==> src/rtl/uart_ctrl_pkg.sv <==
// uart_ctrl_pkg: shared constants and types for the UART Avalon-MM sequencer.
//   - UART register word addresses (ADDR_RXDATA .. ADDR_DIVISOR)
//   - status register bit indices (ST_PE .. ST_E)
//   - controller state enum, grant enum, captured-status struct
//   - is_wr_state(): true for states that perform a two-cycle write access
package uart_ctrl_pkg;

  localparam logic [2:0] ADDR_RXDATA  = 3'd0;
  localparam logic [2:0] ADDR_TXDATA  = 3'd1;
  localparam logic [2:0] ADDR_STATUS  = 3'd2;
  localparam logic [2:0] ADDR_CONTROL = 3'd3;
  localparam logic [2:0] ADDR_DIVISOR = 3'd4;

  localparam int ST_PE   = 0;
  localparam int ST_FE   = 1;
  localparam int ST_ROE  = 3;
  localparam int ST_TRDY = 6;
  localparam int ST_RRDY = 7;
  localparam int ST_E    = 8;

  // S_BOOT is the idle reset state so the bus is quiet while reset is held.
  typedef enum logic [3:0] {
    S_BOOT, S_INIT_DIV, S_INIT_CTL, S_IDLE, S_POLL, S_WAIT_ST,
    S_DECIDE, S_CLR_ST, S_WR_TX, S_RD_RX, S_WAIT_RX
  } ctrl_state_e;

  typedef enum logic {GRANT_RX = 1'b0, GRANT_TX = 1'b1} grant_e;

  // Only the status bits the controller acts on are kept.
  typedef struct packed {
    logic e;
    logic rrdy;
    logic trdy;
    logic roe;
    logic fe;
    logic pe;
  } uart_status_t;

  function automatic logic is_wr_state(ctrl_state_e s);
    return (s == S_INIT_DIV) || (s == S_INIT_CTL) || (s == S_CLR_ST) || (s == S_WR_TX);
  endfunction

endpackage

==> src/rtl/uart_avalon_ctrl_if.sv <==
// uart_avalon_ctrl_if: Avalon-MM link between the controller (master) and
// the UART slave. 3-bit word address, 16-bit data, active-low strobes.
//   master: drives address/chipselect/begintransfer/read_n/write_n/writedata,
//           receives readdata and irq.
//   slave : the mirror image.
// Handshake: an access is the single cycle with chipselect=1; begintransfer
// equals chipselect, exactly one strobe is low, and read data is sampled at
// the clock edge that ends the following cycle.
interface uart_avalon_ctrl_if;
  logic [2:0]  av_address;
  logic        av_chipselect;
  logic        av_begintransfer;
  logic        av_read_n;
  logic        av_write_n;
  logic [15:0] av_writedata;
  logic [15:0] av_readdata;
  logic        av_irq;

  modport master (
    output av_address, av_chipselect, av_begintransfer, av_read_n, av_write_n, av_writedata,
    input  av_readdata, av_irq
  );

  modport slave (
    input  av_address, av_chipselect, av_begintransfer, av_read_n, av_write_n, av_writedata,
    output av_readdata, av_irq
  );
endinterface

==> src/rtl/uart_ctrl_arb.sv <==
// uart_ctrl_arb: RX/TX round-robin decision for the single UART port.
//   clk, rst_n           : clock, async active-low reset
//   rx_want, tx_want     : requests evaluated in DECIDE
//   upd_en, upd_side     : record which side was actually served
//   grant_rx, grant_tx   : one-hot (or none) combinational grant
//   last_grant           : side served most recently (resets to TX so the
//                          first contended grant goes to RX)
module uart_ctrl_arb
  import uart_ctrl_pkg::*;
(
  input  logic   clk,
  input  logic   rst_n,
  input  logic   rx_want,
  input  logic   tx_want,
  input  logic   upd_en,
  input  grant_e upd_side,
  output logic   grant_rx,
  output logic   grant_tx,
  output grant_e last_grant
);

  always_ff @(posedge clk or negedge rst_n) begin
    if (!rst_n)      last_grant <= GRANT_TX;
    else if (upd_en) last_grant <= upd_side;
  end

  always_comb begin
    grant_rx = 1'b0;
    grant_tx = 1'b0;
    if (rx_want && tx_want) begin
      if (last_grant == GRANT_TX) grant_rx = 1'b1;
      else                        grant_tx = 1'b1;
    end else begin
      grant_rx = rx_want;
      grant_tx = tx_want;
    end
  end

endmodule

==> src/rtl/uart_avalon_ctrl.sv <==
// uart_avalon_ctrl: Avalon-MM master that initialises the UART (divisor,
// control), then polls status and moves bytes between the UART and a pair
// of valid/ready byte streams, clearing error flags when reported.
// Ports:
//   clk_clk, reset_reset_n     : clock, async active-low reset
//   tx_data/tx_valid/tx_ready  : TX byte stream in (1-entry holding reg)
//   rx_data/rx_valid/rx_ready  : RX byte stream out (1-entry output reg)
//   err_sticky, err_clr        : sticky PE/FE/ROE flag and its clear
//   av                         : Avalon-MM master port (uart_avalon_ctrl_if)
//   state_dbg                  : current controller state
// Build option: define UART_CTRL_IRQ_EN to leave IDLE only on av_irq,
// a pending TX byte, or a freshly drained RX register (POLL_GAP is then the
// minimum gap). Without it av_irq is ignored and polling is periodic.
module uart_avalon_ctrl
  import uart_ctrl_pkg::*;
#(
  parameter logic [15:0] INIT_DIVISOR = 16'd434,
  parameter logic [15:0] INIT_CONTROL = 16'h0000,
  parameter int unsigned POLL_GAP     = 4
) (
  input  logic        clk_clk,
  input  logic        reset_reset_n,
  input  logic [7:0]  tx_data,
  input  logic        tx_valid,
  output logic        tx_ready,
  output logic [7:0]  rx_data,
  output logic        rx_valid,
  input  logic        rx_ready,
  output logic        err_sticky,
  input  logic        err_clr,
  uart_avalon_ctrl_if.master av,
  output ctrl_state_e state_dbg
);

  localparam logic [15:0] GAP_LAST = (POLL_GAP > 0) ? 16'(POLL_GAP - 1) : 16'd0;

  ctrl_state_e  state_q, state_d;
  logic         wr_phase_q;   // 0: strobe cycle of a write, 1: recovery cycle
  logic         tx_full_q;
  logic [7:0]   tx_byte_q;
  uart_status_t st_q;
  logic [15:0]  poll_cnt_q;
  logic         gap_done, leave_idle, init_done;
  logic         grant_rx, grant_tx, upd_en;
  logic         wr_strobe, rd_strobe;
  grant_e       last_grant;

  assign state_dbg = state_q;
  assign init_done = !(state_q inside {S_BOOT, S_INIT_DIV, S_INIT_CTL});
  assign tx_ready  = init_done && !tx_full_q;
  assign gap_done  = (POLL_GAP == 0) || (poll_cnt_q >= GAP_LAST);

`ifdef UART_CTRL_IRQ_EN
  logic rx_freed_q;
  always_ff @(posedge clk_clk or negedge reset_reset_n) begin
    if (!reset_reset_n)                    rx_freed_q <= 1'b0;
    else if (rx_valid && rx_ready)         rx_freed_q <= 1'b1;
    else if (state_q == S_IDLE && leave_idle) rx_freed_q <= 1'b0;
  end
  assign leave_idle = gap_done && (av.av_irq || tx_full_q || rx_freed_q);
`else
  logic unused_irq;
  assign unused_irq = av.av_irq;
  assign leave_idle = gap_done;
`endif

  logic unused_rd_bits;
  assign unused_rd_bits = ^{av.av_readdata[15:9], av.av_readdata[5:4], av.av_readdata[2]};

  uart_ctrl_arb u_arb (
    .clk        (clk_clk),
    .rst_n      (reset_reset_n),
    .rx_want    (st_q.rrdy && !rx_valid),
    .tx_want    (st_q.trdy && tx_full_q),
    .upd_en     (upd_en),
    .upd_side   ((state_q == S_WAIT_RX) ? GRANT_RX : GRANT_TX),
    .grant_rx   (grant_rx),
    .grant_tx   (grant_tx),
    .last_grant (last_grant)
  );

  assign upd_en = (state_q == S_WAIT_RX) || (state_q == S_WR_TX && !wr_phase_q);

  // State register and write phase.
  always_ff @(posedge clk_clk or negedge reset_reset_n) begin
    if (!reset_reset_n) begin
      state_q    <= S_BOOT;
      wr_phase_q <= 1'b0;
    end else begin
      state_q    <= state_d;
      wr_phase_q <= is_wr_state(state_q) && !wr_phase_q;
    end
  end

  // Next-state logic.
  always_comb begin
    state_d = state_q;
    case (state_q)
      S_BOOT:     state_d = (INIT_DIVISOR != 16'd0) ? S_INIT_DIV : S_INIT_CTL;
      S_INIT_DIV: if (wr_phase_q) state_d = S_INIT_CTL;
      S_INIT_CTL: if (wr_phase_q) state_d = S_POLL;
      S_IDLE:     if (leave_idle) state_d = S_POLL;
      S_POLL:     state_d = S_WAIT_ST;
      S_WAIT_ST:  state_d = S_DECIDE;
      S_DECIDE: begin
        if (st_q.e)        state_d = S_CLR_ST;
        else if (grant_rx) state_d = S_RD_RX;
        else if (grant_tx) state_d = S_WR_TX;
`ifdef UART_CTRL_IRQ_EN
        else               state_d = S_IDLE;
`else
        else               state_d = (POLL_GAP == 0) ? S_POLL : S_IDLE;
`endif
      end
      S_CLR_ST:   if (wr_phase_q) state_d = S_POLL;
      S_WR_TX:    if (wr_phase_q) state_d = S_POLL;
      S_RD_RX:    state_d = S_WAIT_RX;
      S_WAIT_RX:  state_d = S_POLL;
      default:    state_d = S_BOOT;
    endcase
  end

  // Bus outputs: only the strobe cycle carries a non-idle value.
  assign wr_strobe = is_wr_state(state_q) && !wr_phase_q;
  assign rd_strobe = (state_q == S_POLL) || (state_q == S_RD_RX);

  always_comb begin
    av.av_chipselect    = wr_strobe || rd_strobe;
    av.av_begintransfer = wr_strobe || rd_strobe;
    av.av_write_n       = !wr_strobe;
    av.av_read_n        = !rd_strobe;
    av.av_address       = 3'd0;
    av.av_writedata     = 16'd0;
    case (state_q)
      S_INIT_DIV: if (!wr_phase_q) begin
        av.av_address   = ADDR_DIVISOR;
        av.av_writedata = INIT_DIVISOR;
      end
      S_INIT_CTL: if (!wr_phase_q) begin
        av.av_address   = ADDR_CONTROL;
        av.av_writedata = INIT_CONTROL;
      end
      S_CLR_ST:   if (!wr_phase_q) av.av_address = ADDR_STATUS;
      S_WR_TX: if (!wr_phase_q) begin
        av.av_address   = ADDR_TXDATA;
        av.av_writedata = {8'h00, tx_byte_q};
      end
      S_POLL:     av.av_address = ADDR_STATUS;
      S_RD_RX:    av.av_address = ADDR_RXDATA;
      default: ;
    endcase
  end

  // Datapath registers.
  always_ff @(posedge clk_clk or negedge reset_reset_n) begin
    if (!reset_reset_n) begin
      tx_full_q  <= 1'b0;
      tx_byte_q  <= 8'h00;
      rx_valid   <= 1'b0;
      rx_data    <= 8'h00;
      err_sticky <= 1'b0;
      st_q       <= '0;
      poll_cnt_q <= 16'd0;
    end else begin
      // tx_ready is low while full, so a load never coincides with the drain.
      if (state_q == S_WR_TX && !wr_phase_q) tx_full_q <= 1'b0;
      else if (tx_valid && tx_ready) begin
        tx_full_q <= 1'b1;
        tx_byte_q <= tx_data;
      end

      if (rx_valid && rx_ready) rx_valid <= 1'b0;
      else if (state_q == S_WAIT_RX) begin
        rx_valid <= 1'b1;
        rx_data  <= av.av_readdata[7:0];
      end

      if (err_clr) err_sticky <= 1'b0;
      else if (state_q == S_CLR_ST && !wr_phase_q && (st_q.pe || st_q.fe || st_q.roe))
        err_sticky <= 1'b1;

      if (state_q == S_WAIT_ST) begin
        st_q.pe   <= av.av_readdata[ST_PE];
        st_q.fe   <= av.av_readdata[ST_FE];
        st_q.roe  <= av.av_readdata[ST_ROE];
        st_q.trdy <= av.av_readdata[ST_TRDY];
        st_q.rrdy <= av.av_readdata[ST_RRDY];
        st_q.e    <= av.av_readdata[ST_E];
      end

      // Counter saturates at the gap so IDLE can also wait on events.
      if (state_q != S_IDLE)   poll_cnt_q <= 16'd0;
      else if (!gap_done)      poll_cnt_q <= poll_cnt_q + 16'd1;
    end
  end

endmodule

==> src/flat_wrapper.sv <==
// flat-port wrapper written by rule: the top's interface ports become plain ports
module uart_avalon_ctrl_flat import uart_ctrl_pkg::*;
#(
  parameter logic [15:0] INIT_DIVISOR = 16'd434,
  parameter logic [15:0] INIT_CONTROL = 16'h0000,
  parameter int unsigned POLL_GAP     = 4
)
  (clk_clk, reset_reset_n, tx_data, tx_valid, tx_ready, rx_data, rx_valid, rx_ready, err_sticky, err_clr, state_dbg, av_av_address, av_av_chipselect, av_av_begintransfer, av_av_read_n, av_av_write_n, av_av_writedata, av_av_readdata, av_av_irq);
  uart_avalon_ctrl_if av_i ();
  input  logic clk_clk;
  input  logic reset_reset_n;
  input  logic [7:0] tx_data;
  input  logic tx_valid;
  output logic tx_ready;
  output logic [7:0] rx_data;
  output logic rx_valid;
  input  logic rx_ready;
  output logic err_sticky;
  input  logic err_clr;
  output ctrl_state_e state_dbg;
  output wire logic [$bits(av_i.av_address)-1:0] av_av_address;
  output wire logic [$bits(av_i.av_chipselect)-1:0] av_av_chipselect;
  output wire logic [$bits(av_i.av_begintransfer)-1:0] av_av_begintransfer;
  output wire logic [$bits(av_i.av_read_n)-1:0] av_av_read_n;
  output wire logic [$bits(av_i.av_write_n)-1:0] av_av_write_n;
  output wire logic [$bits(av_i.av_writedata)-1:0] av_av_writedata;
  input wire logic [$bits(av_i.av_readdata)-1:0] av_av_readdata;
  input wire logic [$bits(av_i.av_irq)-1:0] av_av_irq;
  assign av_av_address = av_i.av_address;
  assign av_av_chipselect = av_i.av_chipselect;
  assign av_av_begintransfer = av_i.av_begintransfer;
  assign av_av_read_n = av_i.av_read_n;
  assign av_av_write_n = av_i.av_write_n;
  assign av_av_writedata = av_i.av_writedata;
  assign av_i.av_readdata = av_av_readdata;
  assign av_i.av_irq = av_av_irq;
  uart_avalon_ctrl #(.INIT_DIVISOR(INIT_DIVISOR), .INIT_CONTROL(INIT_CONTROL), .POLL_GAP(POLL_GAP)) u_core (.clk_clk(clk_clk), .reset_reset_n(reset_reset_n), .tx_data(tx_data), .tx_valid(tx_valid), .tx_ready(tx_ready), .rx_data(rx_data), .rx_valid(rx_valid), .rx_ready(rx_ready), .err_sticky(err_sticky), .err_clr(err_clr), .av(av_i), .state_dbg(state_dbg));
endmodule
==> config.mk <==
export PLATFORM = sky130hd
export DESIGN_NAME = uart_avalon_ctrl_flat
export DESIGN_NICKNAME = d
export VERILOG_FILES = /design/src/rtl/uart_ctrl_pkg.sv /design/src/rtl/uart_avalon_ctrl_if.sv /design/src/rtl/uart_ctrl_arb.sv /design/src/rtl/uart_avalon_ctrl.sv /design/src/flat_wrapper.sv
export SDC_FILE = /design/constraint.sdc
export NUM_CORES = 1
export LEC_CHECK = 0
export CAP_MARGIN = 10
export CORE_ASPECT_RATIO = 2
export CORE_MARGIN = 3
export CORE_UTILIZATION = 30
export DETAILED_ROUTE_END_ITERATION = 12
export PLACE_DENSITY = 0.66
export SYNTH_ARGS = -nofsm -noshare
export SYNTH_HDL_FRONTEND = slang
export SYNTH_SLANG_ARGS = --single-unit
==> constraint.sdc <==
create_clock -name clk_clk -period 2.3 [get_ports clk_clk]
set_input_delay 0.345 -clock clk_clk [delete_from_list [all_inputs] [get_ports clk_clk]]
set_output_delay 0.345 -clock clk_clk [all_outputs]
set_load 0.01 [all_outputs]
==> out/results.env, run 1 <==
PATH_CLASS='flop to output port'
FINAL_COMMON_CELL='dfrtp_1'
CRITPATHMAXSTAGEDELAY_NS=0.59
NUMPORTBUFFERS=52
ROUTED_VIA_DENSITY=4.707
MAX_FANOUT_ON_CRITICAL_PATH=6
AREA.GROWTH.SYNTH_TO_FINAL_PCT=38.38
CLOCK_LATENCY_ON_THE_WORST_SKEW_PAIR_NS=0.29
MOST-COMMON-LAYOUT-CELLS='dfrtp_1 (46), clkdlybuf4s50_1 (38), mux2_2 (22)'
PATH_CELLS='or4b_4 > buf_12 > nor2_8 > a21o_1 > clkdlybuf4s15_1'
DPL-INSTANCE-AREA_SQ_UM=2801
DRT.ANTENNA.VIOLATING_NETS=0
DP_SLACK_NS=0.03332
WHS_NS=0.1529
POST_DRT_WL_PER_CELL_UM=13.80
CTS_INSERTED_BUFFERS=5
IO_PINS=68
YOSYSWARNINGCOUNT=0
SYN-MEAN-INSTANCE-AREA_SQ_UM=12.00
REPORTED_LEAKAGE_POWER_nW=1.404
DETAILEDPLACEMENTHPWL_UM=3435
ANTENNA_FOUND_INITIAL=0
GRT_START_MAX_NET_PINS=38
SYNTHDOMINANTCELLAREASHARE=0.5358
INITIAL_CORE_UTIL=0.3095
HOLDBUFCOUNTCTS=0
YOSYS-TOP-CELLS-AREA='dfrtp_1 (54%), mux2_2 (12%), and2_1 (5.2%)'
NUM_ROWS=43
FINAL_NETS=274
POST_SYNTH_INSTANCE_AREA_SQ_UM=2148
MAX-SLEW-MARGIN-REL=0.4518
DIEHEIGHT_UM=125.7
FF2FF_PATH_DEPTH=6
POST_ROUTE_CELL_AREA_SQ_UM=2973
SEQ_AREA_FRAC_SYNTH=0.5480
DIE_AREA_SQ_UM=8274
GRT_SETUP_UNREPAIRED='yes'
DETAIL_ROUTE.WIRELENGTH_UM=4609
GRT_PASS1_VIAS=1747
WORST_R2R_ENDPOINT='u_core.tx_byte_q[2]'
LAYOUT_MIN_CYCLE_TIME_NS=2.231
WORST-SLEW-PIN-TRANSITION_NS=0.8224
FINAL.SETUP.WORST_SLACK_NS=0.06881
CLOCK-SKEW-FINAL_NS=0.003922
MAXCAPVIOLCOUNT=0
STARTPOINT_TYPE='flop'
FMAX_MHz=448.2
WORST-R2R-SETUP-SLACK_NS=0.29
NUMCLOCKSINKS=47
WORST_EP_REQUIRED_TIME_NS=1.96
WORST_PATH_MAX_DELAY_CELL='or4b_4'
YS_TYPES=42
PERIOD_UTILIZATION_POST_ROUTE=0.9701
ARRIVAL_NS=1.89
WORST_SETUP_EP_TYPE='output port'
CTS-ROOT-TO-SINK-BUFFERS=2
LAYOUT_CELLS_SIZED_ABOVE_1=0.2500
GRT_FIRST_PASS_WIRELENGTH_UM=7955
CLOCK_TREE.HTREE_LEVEL_COUNT=2
CLK_PIN_SLEW_NS=0.06
RUN_STATUS='complete, no violations'
TOTALPOWERFINAL_mW=3.677
FLOORPLAN.DIE.WIDTH_UM=65.84
INITIALDRTVIOLATIONCOUNT=84
POWER_DENSITY_nW_PER_UM2=1237
CTS_TREE='yes'
DESIGN.CORE.AREA_SQ_UM=6940
GPL_WTD_CONG=0.8434
R2R_START='u_core.state_dbg[1]'
POST_SYNTH_INST_COUNT=179
ROUTED-VIA-COUNT=1572
GR-USAGE-ALL-LAYERS=0.1237
FLOP_AND_LATCH_COUNT_OUT_OF_SYNTHESIS=47
FINALHOLDVIOLATIONS=0
DRC=0
DR.PASS1.ITERS=4
LAYOUT.CORE_UTILIZATION=0.4283
VDD_DROP_MAX_uV=598.6
CTS_ROOT_BUFFER='clkbuf_16'
SETUP-VIOLATIONS-FINAL=0
INSERTEDDIODECOUNT=0
GRT-OVFL-TOTAL=0
YOSYSTOPAREACELL='dfrtp_1'
FINAL_MAX_SLEW_VIOL_COUNT=0
WORST_HOLD_PATH_TYPE='input pin to async pin'
routing by layer:
| metal | vias up | GRT usage | part of all wire |
|---|---|---|---|
| met3 | 14 | 0.01873 | 0.035 |
| li1 | 733 | - | - |
| met1 | 777 | 0.1294 | 0.37 |
| met4 | 0 | 0.08557 | 0.047 |
| met2 | 48 | 0.2172 | 0.55 |
| met5 | - | 0 | 0 |
registers in the layout, indices dropped and copies added, names as in the netlist:
| name | count |
|---|---|
| u_core.rx_valid | 1 |
| u_core.state_dbg | 4 |
| u_core.tx_byte_q | 8 |
| u_core.u_arb.last_grant | 1 |
| u_core.wr_phase_q | 1 |
| u_core.st_q | 6 |
| u_core.err_sticky | 1 |
| u_core.tx_full_q | 1 |
| u_core.poll_cnt_q | 16 |
| u_core.rx_data | 8 |
cells by family after synthesis:
| family | count (synthesis) | share of synthesized area |
|---|---|---|
| AND/OR/NAND/NOR | 59 | 0.1724 |
| buffers and inverters | 17 | 0.04659 |
| XOR/XNOR | 4 | 0.01631 |
| multiplexers | 24 | 0.1246 |
| other | 1 | 0.001746 |
| AO/OA/AOI/OAI | 26 | 0.08445 |
| adder cells (fa/ha/maj) | 1 | 0.005823 |
| flip-flops | 47 | 0.5480 |
Yosys cell counts:
master     n
xor2_1     1
o21a_1     1
mux2_2    22
o21ba_2    1
a21oi_1    3
a221o_1    1
nor2_1    12
nor3_1     2
nand2_1    4
nand2b_1   4
and2_1    18
nor4_1     4
nor2b_1    2
xnor2_1    3
a21o_1     7
mux2i_1    2
nor4b_1    1
o221a_2    1
a211oi_1   1
o211ai_1   1
o31ai_1    1
dfrtp_1   46
clkbuf_1   4
inv_1      2
a31oi_1    1
buf_2      2
and3b_1    1
nand4_1    2
or2_2      1
dfstp_2    1
ha_1       1
o22ai_1    2
buf_4      9
nand3b_4   1
nand3_1    1
nor3b_1    1
conb_1     1
a32oi_1    1
o21ai_0    5
or4b_4     1
nand3b_1   3
nor2_8     1
how the worst max path moves through the flow:
stage / end / start / cells past startpoint / slack [ns]
after detailed placement: av_av_writedata[1] / u_core.state_dbg[0] / 5 / 0.03
after floorplan: av_av_chipselect / u_core.state_dbg[0] / 4 / 0.19
after global routing: av_av_begintransfer / u_core.state_dbg[1] / 4 / -0.004
after CTS: av_av_writedata[4] / u_core.state_dbg[0] / 5 / 0.02
after global placement: av_av_writedata[1] / u_core.state_dbg[1] / 5 / 0.05
final: av_av_writedata[4] / u_core.state_dbg[1] / 5 / 0.07
per-stage QoR:
stage,std cells,TNS (ns)
CTS,334,0
detailed placement,323,0
global route,334,-0.003523
finish,334,0
floorplan,185,0
global placement,323,0
critical path, delay by kind of cell, from the launching register on:
family	cells	cell delay, ns
compound gates	1	0.12
flops	1	0.38
buf+inv	2	0.40
simple gates	2	0.70
report_power, final:
part           internal (mW)  switching (mW)
clock network          0.463           0.289
registers               1.09           0.135
logic                  0.914           0.782
total                   2.47            1.21
final cells by class:
cell class | count | area [sq um]
clock buffers | 8 | 156.4
fillers | 681 | 3968
inverters | 2 | 7.507
multi-input cells | 121 | 903.4
flip-flops and latches | 47 | 1177
well taps | 90 | 112.6
repair buffers | 66 | 615.6
what timing repair did:
item,4_1_cts,5_1_grt
resized for setup,27,12
setup endpoints to repair,12,11
gates cloned,0,0
pin swaps,1,2
buffers inserted,3,0
Note: power is estimated with default switching activity, not from simulation.
==> run 2: changes to the inputs <==
--- a/config.mk
+++ b/config.mk
@@ -11,6 +11,7 @@
 export CORE_UTILIZATION = 30
 export DETAILED_ROUTE_END_ITERATION = 12
 export PLACE_DENSITY = 0.66
+export SKIP_LAST_GASP = 1
 export SYNTH_ARGS = -nofsm -noshare
 export SYNTH_HDL_FRONTEND = slang
 export SYNTH_SLANG_ARGS = --single-unit
==> out/results.env, run 2 (synthesized netlist as in run 1, its figures left out) <==
POWER_DENSITY_nW_PER_UM2=1241  # was 1237 nW/um^2
FMAX_MHz=447.5  # was 448.2 MHz
TOTALPOWERFINAL_mW=3.681  # was 3.677 mW
IO_PINS=68  # unchanged
POWER.SHARE.SEQUENTIAL=0.334  # about the same
PATH_CLASS='flop to output port'  # unchanged
MAX_FANOUT_ON_CRITICAL_PATH=6  # unchanged
P_INT_mW=2.475  # was 2.471 mW
STARTPOINT_TYPE='flop'  # unchanged
FINAL_COMMON_CELL='dfrtp_1'  # unchanged
DESIGN.CORE.AREA_SQ_UM=6940  # unchanged
LAYOUT_MIN_CYCLE_TIME_NS=2.235  # was 2.231 ns
LAYOUT_CELLS_SIZED_ABOVE_1=0.2459  # was 0.2500
MAX-SLEW-MARGIN-REL=0.4489  # was 0.4518
DIE_AREA_SQ_UM=8274  # unchanged
WORST_EP_REQUIRED_TIME_NS=1.96  # about the same
CLOCK-SKEW-FINAL_NS=0.003921  # was 0.003922 ns
SWITCHING_POWER_mW=1.207  # was 1.206 mW
FLOORPLAN.DIE.WIDTH_UM=65.84  # unchanged
NUMCLOCKSINKS=47  # unchanged
FF2FF_PATH_DEPTH=6  # unchanged
GRT_FIRST_PASS_WIRELENGTH_UM=7941  # was 7955 um
ANTENNA_FOUND_INITIAL=0  # unchanged
FIN_CELLS=334  # unchanged
GRT-OVFL-TOTAL=0  # unchanged
CTS_ROOT_BUFFER='clkbuf_16'  # unchanged
DRC=0  # unchanged
CTS_TREE='yes'  # unchanged
MAXCAPVIOLCOUNT=0  # unchanged
GRT_START_MAX_NET_PINS=38  # unchanged
LARGEST_REGISTER_FF_COUNT=16  # unchanged
WORST_SETUP_EP_TYPE='output port'  # unchanged
CLK_PIN_SLEW_NS=0.06  # about the same
FINALHOLDVIOLATIONS=0  # unchanged
REG.LARGEST.LIST='u_core.poll_cnt_q (16), u_core.rx_data (8), u_core.tx_byte_q (8)'  # unchanged
WORST_PATH_MAX_DELAY_CELL='or4b_4'  # unchanged
CLOCK_POWER_SHARE=0.204  # about the same
CRITICAL_PATH_CELL_COUNT=6  # was 5
GPL_WTD_CONG=0.8434  # unchanged
ARRIVAL_NS=1.89  # about the same
INITIALDRTVIOLATIONCOUNT=84  # unchanged
CLOCK_LATENCY_ON_THE_WORST_SKEW_PAIR_NS=0.29  # about the same
DETAIL_ROUTE.WIRELENGTH_UM=4614  # was 4609 um
GR-USAGE-ALL-LAYERS=0.1235  # was 0.1237
GRT_SETUP_UNREPAIRED='yes'  # unchanged
LAYOUT.CORE_UTILIZATION=0.4273  # was 0.4283
CRIT_BUF_INV=3  # was 2
WORST_HOLD_PATH_TYPE='input pin to async pin'  # unchanged
CLOCK_TREE.HTREE_LEVEL_COUNT=2  # unchanged
POWER.COMBINATIONAL.FRACTION=0.462  # was 0.461
INITIAL_CORE_UTIL=0.3095  # unchanged
FILLERINSTANCES=682  # was 681
CRITPATHMAXSTAGEDELAY_NS=0.59  # about the same
CRITPATHTOPFAMILY='simple AND/OR/NAND/NOR gates'  # unchanged
HOLDBUFCOUNTCTS=0  # unchanged
DR.PASS1.ITERS=4  # unchanged
RUN_STATUS='complete, no violations'  # unchanged
FINAL_MAX_SLEW_VIOL_COUNT=0  # unchanged
ROUTED_VIA_DENSITY=4.704  # was 4.707
POST_DRT_WL_PER_CELL_UM=13.81  # was 13.80 um
CTS_INSERTED_BUFFERS=5  # unchanged
PLACE.DETAILED.INSTANCES=323  # unchanged
DETAILEDPLACEMENTHPWL_UM=3435  # unchanged
GRT_PASS1_VIAS=1746  # was 1747
ROUTED-VIA-COUNT=1571  # was 1572
CTS-ROOT-TO-SINK-BUFFERS=2  # unchanged
TOP_REGISTER='u_core.poll_cnt_q'  # unchanged
VDD_DROP_MAX_uV=598.7  # was 598.6 uV
REPORTED_LEAKAGE_POWER_nW=1.398  # was 1.404 nW
POWER.SWITCHING_FRACTION=0.3278  # was 0.3280
PERIOD_UTILIZATION_POST_ROUTE=0.9715  # was 0.9701
FINAL_NETS=274  # unchanged
DIEHEIGHT_UM=125.7  # unchanged
AREA.GROWTH.SYNTH_TO_FINAL_PCT=38.03  # was 38.38%
PATH_CELLS='or4b_4 > buf_12 > nor2_8 > buf_4 > and2_1 > clkbuf_2'  # was or4b_4 > buf_12 > nor2_8 > a21o_1 > clkdlybuf4s15_1
DRT.ANTENNA.VIOLATING_NETS=0  # unchanged
WORST-SLEW-PIN-TRANSITION_NS=0.8266  # was 0.8224 ns
NUM_ROWS=43  # unchanged
SETUP-VIOLATIONS-FINAL=0  # unchanged
MOST-COMMON-LAYOUT-CELLS='dfrtp_1 (46), clkdlybuf4s50_1 (38), mux2_2 (22)'  # unchanged
INSERTEDDIODECOUNT=0  # unchanged
NUMPORTBUFFERS=52  # unchanged
run 2: cell type report:
| cell class | instances | area (sq um) | share of cell area |
|---|---|---|---|
| Tap cell | 90 | 112.6 | 0.03797 |
| Sequential cell | 47 | 1177 | 0.3970 |
| Timing Repair Buffer | 66 | 610.6 | 0.2059 |
| Clock buffer | 8 | 156.4 | 0.05274 |
| Inverter | 2 | 7.507 | 0.002532 |
| Multi-Input combinational cell | 121 | 900.9 | 0.3038 |
run 2: per-stage QoR:
stage                     area, sq um  hold slack [ns]  setup WS (ns)  setup TNS, ns
after detailed placement         2801           0.4718        0.03332              0
after global routing             2965           0.2191       -0.01866       -0.02460
after CTS                        2970           0.1810        -0.1096        -0.2683
final                            2965           0.1519        0.06548              0
after global placement           2801           0.4695        0.05188              0
after floorplan                  2171          0.04941         0.1870              0
run 2: power groups by stage:
stage | Combinational [mW] | Clock, mW | Sequential, mW
finish | 1.70 | 0.752 | 1.23
global route | 1.87 | 0.806 | 1.27
CTS | 1.71 | 0.783 | 1.23
floorplan | 0.928 | 0 | 1.29
detailed placement | 1.74 | 0 | 1.25
global placement | 1.72 | 0 | 1.24
run 2: path summary, 6_finish.rpt:
check,from,end,slack (ns)
max reg2reg,u_core.state_dbg[1],u_core.tx_byte_q[2],0.29
max,u_core.state_dbg[1],av_av_writedata[2],0.07
min reg2reg,u_core.poll_cnt_q[14],u_core.poll_cnt_q[14],0.48
min,reset_reset_n,u_core.tx_byte_q[6],0.15
max in group asynchronous,reset_reset_n,u_core.st_q[0],1.49
min in group clk_clk,u_core.poll_cnt_q[14],u_core.poll_cnt_q[14],0.48
run 2: metal layers:
metal	share of wire	GRT usage	wire length (um)
met5	0	0	0
met4	0.047	0.08557	218
met3	0.034	0.01873	158
met2	0.55	0.2172	2541
met1	0.37	0.1288	1694
run 2: timing repair:
item,CTS,global route
setup endpoints to repair,12,12
pin swaps,1,2
buffers inserted,3,0
resized for setup,18,17
hold endpoints to repair,0,0
==> run 3: changes to the inputs <==
--- a/config.mk
+++ b/config.mk
@@ -11,6 +11,7 @@
 export CORE_UTILIZATION = 30
 export DETAILED_ROUTE_END_ITERATION = 12
 export PLACE_DENSITY = 0.66
+export SETUP_SLACK_MARGIN = 0.15
 export SKIP_LAST_GASP = 1
 export SYNTH_ARGS = -nofsm -noshare
 export SYNTH_HDL_FRONTEND = slang
==> out/results.env, run 3 (synthesized netlist as in run 1, its figures left out) <==
GPL_WTD_CONG=0.8434  # unchanged
FLOORPLAN.DIE.WIDTH_UM=65.84  # unchanged
DRC=0  # unchanged
INITIALDRTVIOLATIONCOUNT=99  # was 84
INITIAL_CORE_UTIL=0.3095  # unchanged
GR-USAGE-ALL-LAYERS=0.1245  # was 0.1235
WORST-SLEW-PIN-TRANSITION_NS=0.8458  # was 0.8266 ns
SETUP-VIOLATIONS-FINAL=0  # unchanged
ROUTED-VIA-COUNT=1584  # was 1571
FMAX_MHz=459.6  # was 447.5 MHz
CTS-ROOT-TO-SINK-BUFFERS=2  # unchanged
MAX-SLEW-MARGIN-REL=0.4361  # was 0.4489
CTS_INSERTED_BUFFERS=5  # unchanged
CTS_TREE='yes'  # unchanged
NUM_ROWS=43  # unchanged
PERIOD_UTILIZATION_POST_ROUTE=0.9459  # was 0.9715
INSERTEDDIODECOUNT=0  # unchanged
WORST_EP_REQUIRED_TIME_NS=1.96  # about the same
PLACE.DETAILED.INSTANCES=323  # unchanged
MAX_FANOUT_ON_CRITICAL_PATH=5  # was 6
WORST-R2R-SETUP-SLACK_NS=0.36  # was 0.29 ns
MOST-COMMON-LAYOUT-CELLS='dfrtp_1 (46), clkdlybuf4s50_1 (35), mux2_2 (22)'  # was dfrtp_1 (46), clkdlybuf4s50_1 (38), mux2_2 (22)
FINAL_NETS=274  # unchanged
DPL-INSTANCE-AREA_SQ_UM=2801  # unchanged
DR.PASS1.ITERS=4  # unchanged
HOLDBUFCOUNTCTS=0  # unchanged
DIEHEIGHT_UM=125.7  # unchanged
ARRIVAL_NS=1.83  # was 1.89 ns
CTS_ROOT_BUFFER='clkbuf_16'  # unchanged
STARTPOINT_TYPE='flop'  # unchanged
DP_SLACK_NS=0.03332  # unchanged
RUN_STATUS='complete, no violations'  # unchanged
GRT_PASS1_VIAS=1737  # was 1746
WORST_SETUP_EP_TYPE='output port'  # unchanged
POST_ROUTE_CELL_AREA_SQ_UM=2988  # was 2965 sq um
REG.LARGEST.LIST='u_core.poll_cnt_q (16), u_core.rx_data (8), u_core.tx_byte_q (8)'  # unchanged
DRT.ANTENNA.VIOLATING_NETS=0  # unchanged
WORST_HOLD_PATH_TYPE='input pin to async pin'  # unchanged
GRT_SETUP_UNREPAIRED='yes'  # unchanged
POST_DRT_WL_PER_CELL_UM=14.19  # was 13.81 um
CLOCK_TREE.HTREE_LEVEL_COUNT=2  # unchanged
DETAIL_ROUTE.WIRELENGTH_UM=4738  # was 4614 um
FINAL_COMMON_CELL='dfrtp_1'  # unchanged
FINAL.SETUP.TNS_NS=0  # unchanged
FINAL.SETUP.WORST_SLACK_NS=0.1243  # was 0.06548 ns
TOP_REGISTER='u_core.poll_cnt_q'  # unchanged
VDD_DROP_MAX_uV=599.9  # was 598.7 uV
MAXCAPVIOLCOUNT=0  # unchanged
AREA.GROWTH.SYNTH_TO_FINAL_PCT=39.08  # was 38.03%
GRT_START_MAX_NET_PINS=38  # unchanged
REPORTED_LEAKAGE_POWER_nW=1.423  # was 1.398 nW
FINALHOLDVIOLATIONS=0  # unchanged
PATH_CLASS='flop to output port'  # unchanged
FIN_CELLS=334  # unchanged
IO_PINS=68  # unchanged
CLOCK-SKEW-FINAL_NS=0.003912  # was 0.003921 ns
GRT_FIRST_PASS_WIRELENGTH_UM=7983  # was 7941 um
FINAL_MAX_SLEW_VIOL_COUNT=0  # unchanged
LAYOUT_MIN_CYCLE_TIME_NS=2.176  # was 2.235 ns
CLK_PIN_SLEW_NS=0.06  # about the same
CLOCK_LATENCY_ON_THE_WORST_SKEW_PAIR_NS=0.29  # about the same
NUMPORTBUFFERS=52  # unchanged
GRT-OVFL-TOTAL=0  # unchanged
POWER_DENSITY_nW_PER_UM2=1254  # was 1241 nW/um^2
ROUTED_VIA_DENSITY=4.743  # was 4.704
DIE_AREA_SQ_UM=8274  # unchanged
DESIGN.CORE.AREA_SQ_UM=6940  # unchanged
NUMCLOCKSINKS=47  # unchanged
DETAILEDPLACEMENTHPWL_UM=3435  # unchanged
LARGEST_REGISTER_FF_COUNT=16  # unchanged
LAYOUT_CELLS_SIZED_ABOVE_1=0.2746  # was 0.2459
WHS_NS=0.1616  # was 0.1519 ns
ANTENNA_FOUND_INITIAL=0  # unchanged
-- run 3: cell count changes in the layout (fill, tap and decap cells not counted), moves of 3 or more --
cell and change:
clkdlybuf4s15_1 -4, buf_2 +6, clkbuf_2 -4, clkdlybuf4s50_1 -3
-- run 3: critical path: stages, from the launching register on --
cell	delay, ns
dfrtp_1	0.38
or4b_4	0.59
buf_12	0.16
nor2_8	0.10
buf_6	0.10
a21o_1	0.09
buf_2	0.12
-- run 3: power by group --
part           switching (mW)  internal [mW]
Combinational           0.813          0.948
Sequential              0.139           1.09
Clock                   0.290          0.463
-- run 3: area by class of cell --
type | instances | area, sq um
Sequential cell | 47 | 1177
Clock buffer | 8 | 156.4
Inverter | 2 | 7.507
Fill cell | 680 | 3953
Tap cell | 90 | 112.6
Multi-Input combinational cell | 122 | 932.1
Timing Repair Buffer | 65 | 601.8
-- run 3: metal layers --
layer | track usage | vias to the layer above | wire, um
li1 | - | 733 | -
met1 | 0.1300 | 787 | 1695
met2 | 0.2213 | 52 | 2654
met3 | 0.01873 | 12 | 195
met4 | 0.08068 | 0 | 193
met5 | 0 | - | 0
-- run 3: path summary, 6_finish.rpt --
check	cells after the start	endpoint	start
max	6	av_av_writedata[4]	u_core.state_dbg[0]
min reg2reg	1	u_core.poll_cnt_q[14]	u_core.poll_cnt_q[14]
min in group clk_clk	1	u_core.poll_cnt_q[14]	u_core.poll_cnt_q[14]
max in group asynchronous	2	u_core.st_q[0]	reset_reset_n
min	1	u_core.tx_byte_q[6]	reset_reset_n
max reg2reg	5	u_core.tx_byte_q[2]	u_core.state_dbg[0]
-- run 3: metrics by stage --
step                utilization  power, mW
global placement         0.4036      2.951
finish                   0.4305      3.747
detailed placement       0.4036      2.989
CTS                      0.4253      3.740
global route             0.4305      4.013
floorplan                     -      2.220
-- run 3: what timing repair did --
action	in CTS	in global routing
cloned	1	0
setup buffers	0	2
pin swaps	6	5
gates resized for setup	46	11
endpoints found under the setup margin	14	15
endpoints found under the hold margin	0	0
